<file path="src/rtl/spi_slave_pkg.sv">
// Shared types and constants for the SPI slave register bank.
package spi_slave_pkg;
    typedef enum logic [1:0] {IDLE, ADDR, DATA, DONE} state_t;

    localparam int CMD_W      = 8;
    localparam int ADDR_W     = 7;
    localparam int CMD_RD_BIT = 7;
    localparam logic [ADDR_W-1:0] ERR_CLR_ADDR = 7'h7F;
endpackage

</file>
<file path="src/rtl/spi_slave_sync_edge.sv">
// 2-flop synchroniser for an asynchronous pin, plus single-cycle edge pulses
// derived from the synchronised level.
module spi_slave_sync_edge #(
    parameter logic INIT = 1'b0
) (
    input  logic clk,
    input  logic reset,
    input  logic din,
    output logic q,
    output logic rise,
    output logic fall
);
    logic [2:0] sr;

    always_ff @(posedge clk or posedge reset) begin
        if (reset) sr <= {3{INIT}};
        else       sr <= {sr[1:0], din};
    end

    assign q    = sr[1];
    assign rise = sr[1] & ~sr[2];
    assign fall = ~sr[1] & sr[2];
endmodule

</file>
<file path="src/rtl/spi_slave_regbank.sv">
// SPI slave with SPI-writable control registers and fabric-fed status registers.
// Optional build macro SPI_SLAVE_ERR_CNT_EN adds the err_count abort counter.
module spi_slave_regbank
    import spi_slave_pkg::*;
#(
    parameter int DATA_W   = 32,
    parameter int NUM_WR   = 8,
    parameter int NUM_RD   = 8,
    parameter int SPI_MODE = 0,
    parameter logic [DATA_W-1:0] RESET_VAL = '0
) (
    input  logic                     clk,
    input  logic                     reset,
    input  logic                     spi_sclk,
    input  logic                     spi_mosi,
    input  logic                     spi_ss_n,
    output logic                     spi_miso,
    output logic [NUM_WR*DATA_W-1:0] regs_out,
    input  logic [NUM_RD*DATA_W-1:0] status_in,
    output logic                     wr_strobe,
    output logic [ADDR_W-1:0]        wr_addr,
    output logic                     busy
`ifdef SPI_SLAVE_ERR_CNT_EN
    ,
    output logic [15:0]              err_count
`endif
);
    localparam bit CPOL = ((SPI_MODE >> 1) & 1) != 0;
    localparam bit CPHA = (SPI_MODE & 1) != 0;
    localparam int WR_AW = (NUM_WR > 1) ? $clog2(NUM_WR) : 1;
    localparam int RD_AW = (NUM_RD > 1) ? $clog2(NUM_RD) : 1;
    localparam logic [7:0] WR_END   = 8'(NUM_WR);
    localparam logic [7:0] RD_END   = 8'(NUM_WR + NUM_RD);
    localparam logic [5:0] LAST_BIT = 6'(DATA_W - 1);
    localparam logic [5:0] CMD_LAST = 6'(CMD_W - 1);

    logic       sclk_rise, sclk_fall, ss_q, ss_fall, mosi_q;
    logic [3:0] sync_unused;

    spi_slave_sync_edge #(.INIT(CPOL)) u_sclk (
        .clk(clk), .reset(reset), .din(spi_sclk),
        .q(sync_unused[0]), .rise(sclk_rise), .fall(sclk_fall)
    );
    spi_slave_sync_edge #(.INIT(1'b1)) u_ss (
        .clk(clk), .reset(reset), .din(spi_ss_n),
        .q(ss_q), .rise(sync_unused[1]), .fall(ss_fall)
    );
    spi_slave_sync_edge #(.INIT(1'b0)) u_mosi (
        .clk(clk), .reset(reset), .din(spi_mosi),
        .q(mosi_q), .rise(sync_unused[2]), .fall(sync_unused[3])
    );

    logic lead_edge, trail_edge, sample_edge, shift_edge;
    assign lead_edge   = CPOL ? sclk_fall : sclk_rise;
    assign trail_edge  = CPOL ? sclk_rise : sclk_fall;
    assign sample_edge = CPHA ? trail_edge : lead_edge;
    assign shift_edge  = CPHA ? lead_edge  : trail_edge;

    state_t                         state;
    logic [5:0]                     bit_cnt;
    logic [CMD_W-1:0]               cmd_sr;
    logic [DATA_W-1:0]              data_sr, tx_sr;
    logic                           load_pend, commit_pend;
    logic [1:0]                     arm_pipe;
    logic                           armed;
    logic [NUM_WR-1:0][DATA_W-1:0]  regs;
    logic [NUM_RD-1:0][DATA_W-1:0]  status_arr;

    logic [ADDR_W-1:0] addr, rd_off;
    logic              is_rd, in_wr, in_rd;

    assign regs_out   = regs;
    assign status_arr = status_in;
    assign addr       = cmd_sr[ADDR_W-1:0];
    assign is_rd      = cmd_sr[CMD_RD_BIT];
    assign in_wr      = {1'b0, addr} < WR_END;
    assign in_rd      = !in_wr && ({1'b0, addr} < RD_END);
    assign rd_off     = addr - WR_END[ADDR_W-1:0];

    always_ff @(posedge clk or posedge reset) begin
        if (reset) begin
            state       <= IDLE;
            bit_cnt     <= '0;
            cmd_sr      <= '0;
            data_sr     <= '0;
            tx_sr       <= '0;
            load_pend   <= 1'b0;
            commit_pend <= 1'b0;
            arm_pipe    <= '0;
            armed       <= 1'b0;
            spi_miso    <= 1'b0;
            busy        <= 1'b0;
            wr_strobe   <= 1'b0;
            wr_addr     <= '0;
            regs        <= {NUM_WR{RESET_VAL}};
`ifdef SPI_SLAVE_ERR_CNT_EN
            err_count   <= '0;
`endif
        end else begin
            // Only arm once the synchronisers hold real pin values and ss_n is
            // high, so a frame already running at reset release is never joined.
            arm_pipe <= {arm_pipe[0], 1'b1};
            if (arm_pipe[1] && ss_q) armed <= 1'b1;

            load_pend   <= 1'b0;
            commit_pend <= 1'b0;
            wr_strobe   <= 1'b0;

            if (load_pend) begin
                if (!is_rd)     tx_sr <= '0;
                else if (in_wr) tx_sr <= regs[addr[WR_AW-1:0]];
                else if (in_rd) tx_sr <= status_arr[rd_off[RD_AW-1:0]];
                else            tx_sr <= '0;
            end

            if (commit_pend) begin
                if (in_wr) begin
                    regs[addr[WR_AW-1:0]] <= data_sr;
                    wr_strobe             <= 1'b1;
                    wr_addr               <= addr;
                end
`ifdef SPI_SLAVE_ERR_CNT_EN
                else if (addr == ERR_CLR_ADDR) err_count <= '0;
`endif
            end

            if (state != IDLE && ss_q) begin
                state    <= IDLE;
                busy     <= 1'b0;
                spi_miso <= 1'b0;
`ifdef SPI_SLAVE_ERR_CNT_EN
                if (state != DONE && err_count != 16'hFFFF)
                    err_count <= err_count + 16'd1;
`endif
            end else begin
                case (state)
                    IDLE: begin
                        spi_miso <= 1'b0;
                        busy     <= 1'b0;
                        bit_cnt  <= '0;
                        if (ss_fall && armed) begin
                            state <= ADDR;
                            busy  <= 1'b1;
                        end
                    end
                    ADDR: if (sample_edge) begin
                        cmd_sr <= {cmd_sr[CMD_W-2:0], mosi_q};
                        if (bit_cnt == CMD_LAST) begin
                            bit_cnt   <= '0;
                            state     <= DATA;
                            load_pend <= 1'b1;
                        end else begin
                            bit_cnt <= bit_cnt + 6'd1;
                        end
                    end
                    DATA: begin
                        if (shift_edge) begin
                            spi_miso <= tx_sr[DATA_W-1];
                            tx_sr    <= {tx_sr[DATA_W-2:0], 1'b0};
                        end
                        if (sample_edge) begin
                            data_sr <= {data_sr[DATA_W-2:0], mosi_q};
                            if (bit_cnt == LAST_BIT) begin
                                state       <= DONE;
                                busy        <= 1'b0;
                                commit_pend <= !is_rd;
                            end else begin
                                bit_cnt <= bit_cnt + 6'd1;
                            end
                        end
                    end
                    default: spi_miso <= 1'b0;
                endcase
            end
        end
    end
endmodule

</file>
<file path="config.mk">
export PLATFORM = sky130hd
export DESIGN_NAME = spi_slave_regbank
export DESIGN_NICKNAME = d
export VERILOG_FILES = /design/src/rtl/spi_slave_pkg.sv /design/src/rtl/spi_slave_sync_edge.sv /design/src/rtl/spi_slave_regbank.sv
export SDC_FILE = /design/constraint.sdc
export NUM_CORES = 1
export LEC_CHECK = 0
export ABC_CLOCK_PERIOD_IN_PS = 11500
export CAP_MARGIN = 20
export CORE_MARGIN = 10
export CORE_UTILIZATION = 43
export DETAILED_ROUTE_END_ITERATION = 16
export GPL_TIMING_DRIVEN = 0
export PLACE_DENSITY = 0.85
export SLEW_MARGIN = 10
export SYNTH_ARGS = -nofsm -noshare
export SYNTH_HDL_FRONTEND = slang
export SYNTH_SLANG_ARGS = --single-unit
</file>
<file path="constraint.sdc">
create_clock -name clk -period 11.5 [get_ports clk]
set_input_delay 2.3 -clock clk [delete_from_list [all_inputs] [get_ports clk]]
set_output_delay 2.3 -clock clk [all_outputs]
set_load 0.01 [all_outputs]
</file>
==> flow_summary.ini <==
[run_status]
run_status = finished clean

[clock_network]
count_of_cells_resized_by_post_cts_repair = 0
path_clk_slew_ns = 0.06
post_cts_hold_buffer_count = 0
tritoncts_num_sinks = 359
number_of_buffers_added_by_the_clock_tree_synthesis_step = 41
worstSkewPairLatency_ns = 0.56
htreeDepth = 2
cts_tree = built
buffers_inserted_by_post_cts_timing_repair = 0
ctsLongestPathBuffers = 3
root_buffer = clkbuf_16

[logic_synthesis]
yosys.area.top_type = dfrtp_1
post_synth_main_area_contributors = dfrtp_1 (51%), mux4_2 (16%), mux2_2 (15%)
synth.net_count = 1451
fraction_of_registers_with_async_set_or_reset_after_synthesis_pct = 100
seq_area_frac_synth_pct = 51.1
synth.most_common_cell = dfrtp_1
synth_enable_flop_cells = 0
synth.cell_area_sq_um = 17600
synth_top_flop_cell = dfrtp_1
post_synthesis_cell_count = 1185
syn_avg_cell_area_sq_um = 14.8
yosys_register_bits = 359
ys_types = 54
synth.yosys.warnings = 0
share_of_the_synthesized_area_in_the_top_cell_type_pct = 50.6
synth_common_cells = dfrtp_1 (356), mux2_2 (239), mux4_2 (126), mux2_1 (58), buf_2 (44)

[worst_setup_path]
cp_cell_sequence = clkdlybuf4s50_1
cp_delay_by_family_top = buffers and inverters
critical_path_arrival_ns = 1.60
timing.critical_path.buf_inv = 1
timing.critical_path.from_type = flip-flop
cp-end-kind = output pin
cp.required_ns = 9.20
slowest_stage = clkdlybuf4s50_1
critical_path.max_stage_delay_ns = 0.60
criticalPathCategory = reg2out
critical_path.max_fanout = 3

[sta]
post-route-period-util_pct = 33.9
max_freq_mhz = 257
final_hold_viol_count = 0
unrepaired_setup_endpoints_after_global_routing = false
clock_skew_ns = 0.0219
worst_slew_margin_rel_pct = 47.1
min_period_ns = 3.90
setup_tns_ns = 0
timing_worst_slew_pin_value_ns = 0.794
min_setup_slack_post_route_ns = 7.60
final-setup-viol-count = 0
final-max-slew-violation-count = 0

[cells_and_area]
fillCellCount = 3084
ratio_of_cells_with_drive_above_1_in_the_final_layout_pct = 29.0
finish.utilization_pct = 61.8
final-seq-area_sq_um = 8990
area_of_all_placed_cells_without_fillers_sq_um = 25100
multi_input_comb_area_sq_um = 7950
layout.nets = 2031
area_growth_syn_to_layout_pct = 42.7

[grt]
via_count_of_the_first_global_routing_pass = 14500
overflow = 0
pin_count_of_the_biggest_net_entering_global_routing = 41
global_route_wire_length_before_repair_um = 101000
grt_antenna_before_repair = 1
grt_use_total_pct = 27.2

[power]
power.total_uw = 3690
power.static_leakage_uw = 0.0110
cellPowerDensity_nw_per_um2 = 147
vdd.ir_drop.worst_mv = 0.124

[placed_design]
pre_cts_ws_ns = 7.29
placedInstanceArea_sq_um = 23800
port_buffers = 526
detailed_place_hpwl_um = 52500
finalWeightedCongestion = 0.895

[die]
fp.dieW_um = 222
start_util_pct = 43.3
fp.dieArea_sq_um = 49400
core_region_area_sq_um = 40600
placementRows = 74
die-height_um = 222
num_io_pins = 527

[min_path]
hold_path.class = reg2reg

[route]
vias = 13700
drt.antenna.violating_nets = 0
drtPass1Iterations = 6
dr.first_iter.drc_count = 1078
post-route-drc-count = 0
post_drt_via_cell_ratio = 5.88
routed_wirelength_um = 69300
wire_per_inst_um = 29.7

[job]
cap_violations = 0
==> registers in the layout (all words and copies together) (netlist names) <==
| signal | count |
|---|---|
| arm_pipe | 2 |
| armed | 1 |
| bit_cnt | 6 |
| busy | 1 |
| cmd_sr | 8 |
| commit_pend | 1 |
| data_sr | 32 |
| load_pend | 1 |
| regs_out | 256 |
| spi_miso | 1 |
| state | 2 |
| tx_sr | 32 |
| u_mosi.sr | 2 |
| u_sclk.sr | 3 |
| u_ss.sr | 3 |
| wr_addr | 7 |
| wr_strobe | 1 |
==> metal layers <==
layer	wire, um	global-route usage (%)
met5	0	0
met4	1490	6.43
met1	27000	34.2
met2	34700	45.9
met3	6180	7.42
==> stage by stage <==
stage	cells	hold slack [ns]
global route	2330	0.361
detailed placement	2254	0.342
CTS	2328	0.349
finish	2330	0.347
global placement	2243	0.334
floorplan	1185	0.331
==> cell families (layout without fill, tap and decap cells) <==
family | after synthesis | count (layout) | share of synthesized area, %
compound gates | 151 | 151 | 5.97
other cells | 1 | 3 | 0.0213
simple gates | 112 | 112 | 3.29
buf+inv | 127 | 738 | 3.75
fa+ha+maj | 5 | 5 | 0.356
mux | 430 | 430 | 35.5
flops | 359 | 359 | 51.1
==> cell type report <==
class	count	share of cell area, %
Antenna cell	2	0.0199
Buffer	117	2.48
Clock buffer	66	5.11
Clock inverter	8	0.229
Inverter	10	0.164
Multi-Input combinational cell	699	31.6
Sequential cell	359	35.8
Tap cell	532	2.65
Timing Repair Buffer	537	21.9
==> placed cells by master (no fill, tap or decap), types with 32 or more instances in the layout <==
cell type / count
buf_2: 44
mux4_2: 126
nor2_1: 43
a21oi_1: 35
a22o_1: 32
mux2_2: 239
mux2_1: 58
dfrtp_1: 356
clkdlybuf4s50_1: 526
clkbuf_16: 43
==> worst paths after layout <==
path / end / cells past startpoint / slack (ns) / start
min reg2reg: u_mosi.sr[1]$_DFF_PP0_ / 0 / 0.35 / u_mosi.sr[0]$_DFF_PP0_
min: u_mosi.sr[1]$_DFF_PP0_ / 0 / 0.35 / u_mosi.sr[0]$_DFF_PP0_
max reg2reg: tx_sr[19]$_DFF_PP0_ / 8 / 9.01 / state[0]$_DFFE_PP0P_
min in group asynchronous: regs_out[76]$_DFFE_PP0P_ / 2 / 2.11 / reset
max in group asynchronous: u_sclk.sr[1]$_DFF_PP0_ / 7 / 7.88 / reset
max: regs_out[170] / 1 / 7.60 / regs_out[170]$_DFFE_PP0P_
==> power by group <==
part / internal, uW / switching, uW / total (uW)
combinational: 501 / 567 / 1070
sequential: 1300 / 28.2 / 1330
clock: 764 / 523 / 1290
total: 2570 / 1120 / 3690
No activity file was read; power rests on OpenSTA's default activity.
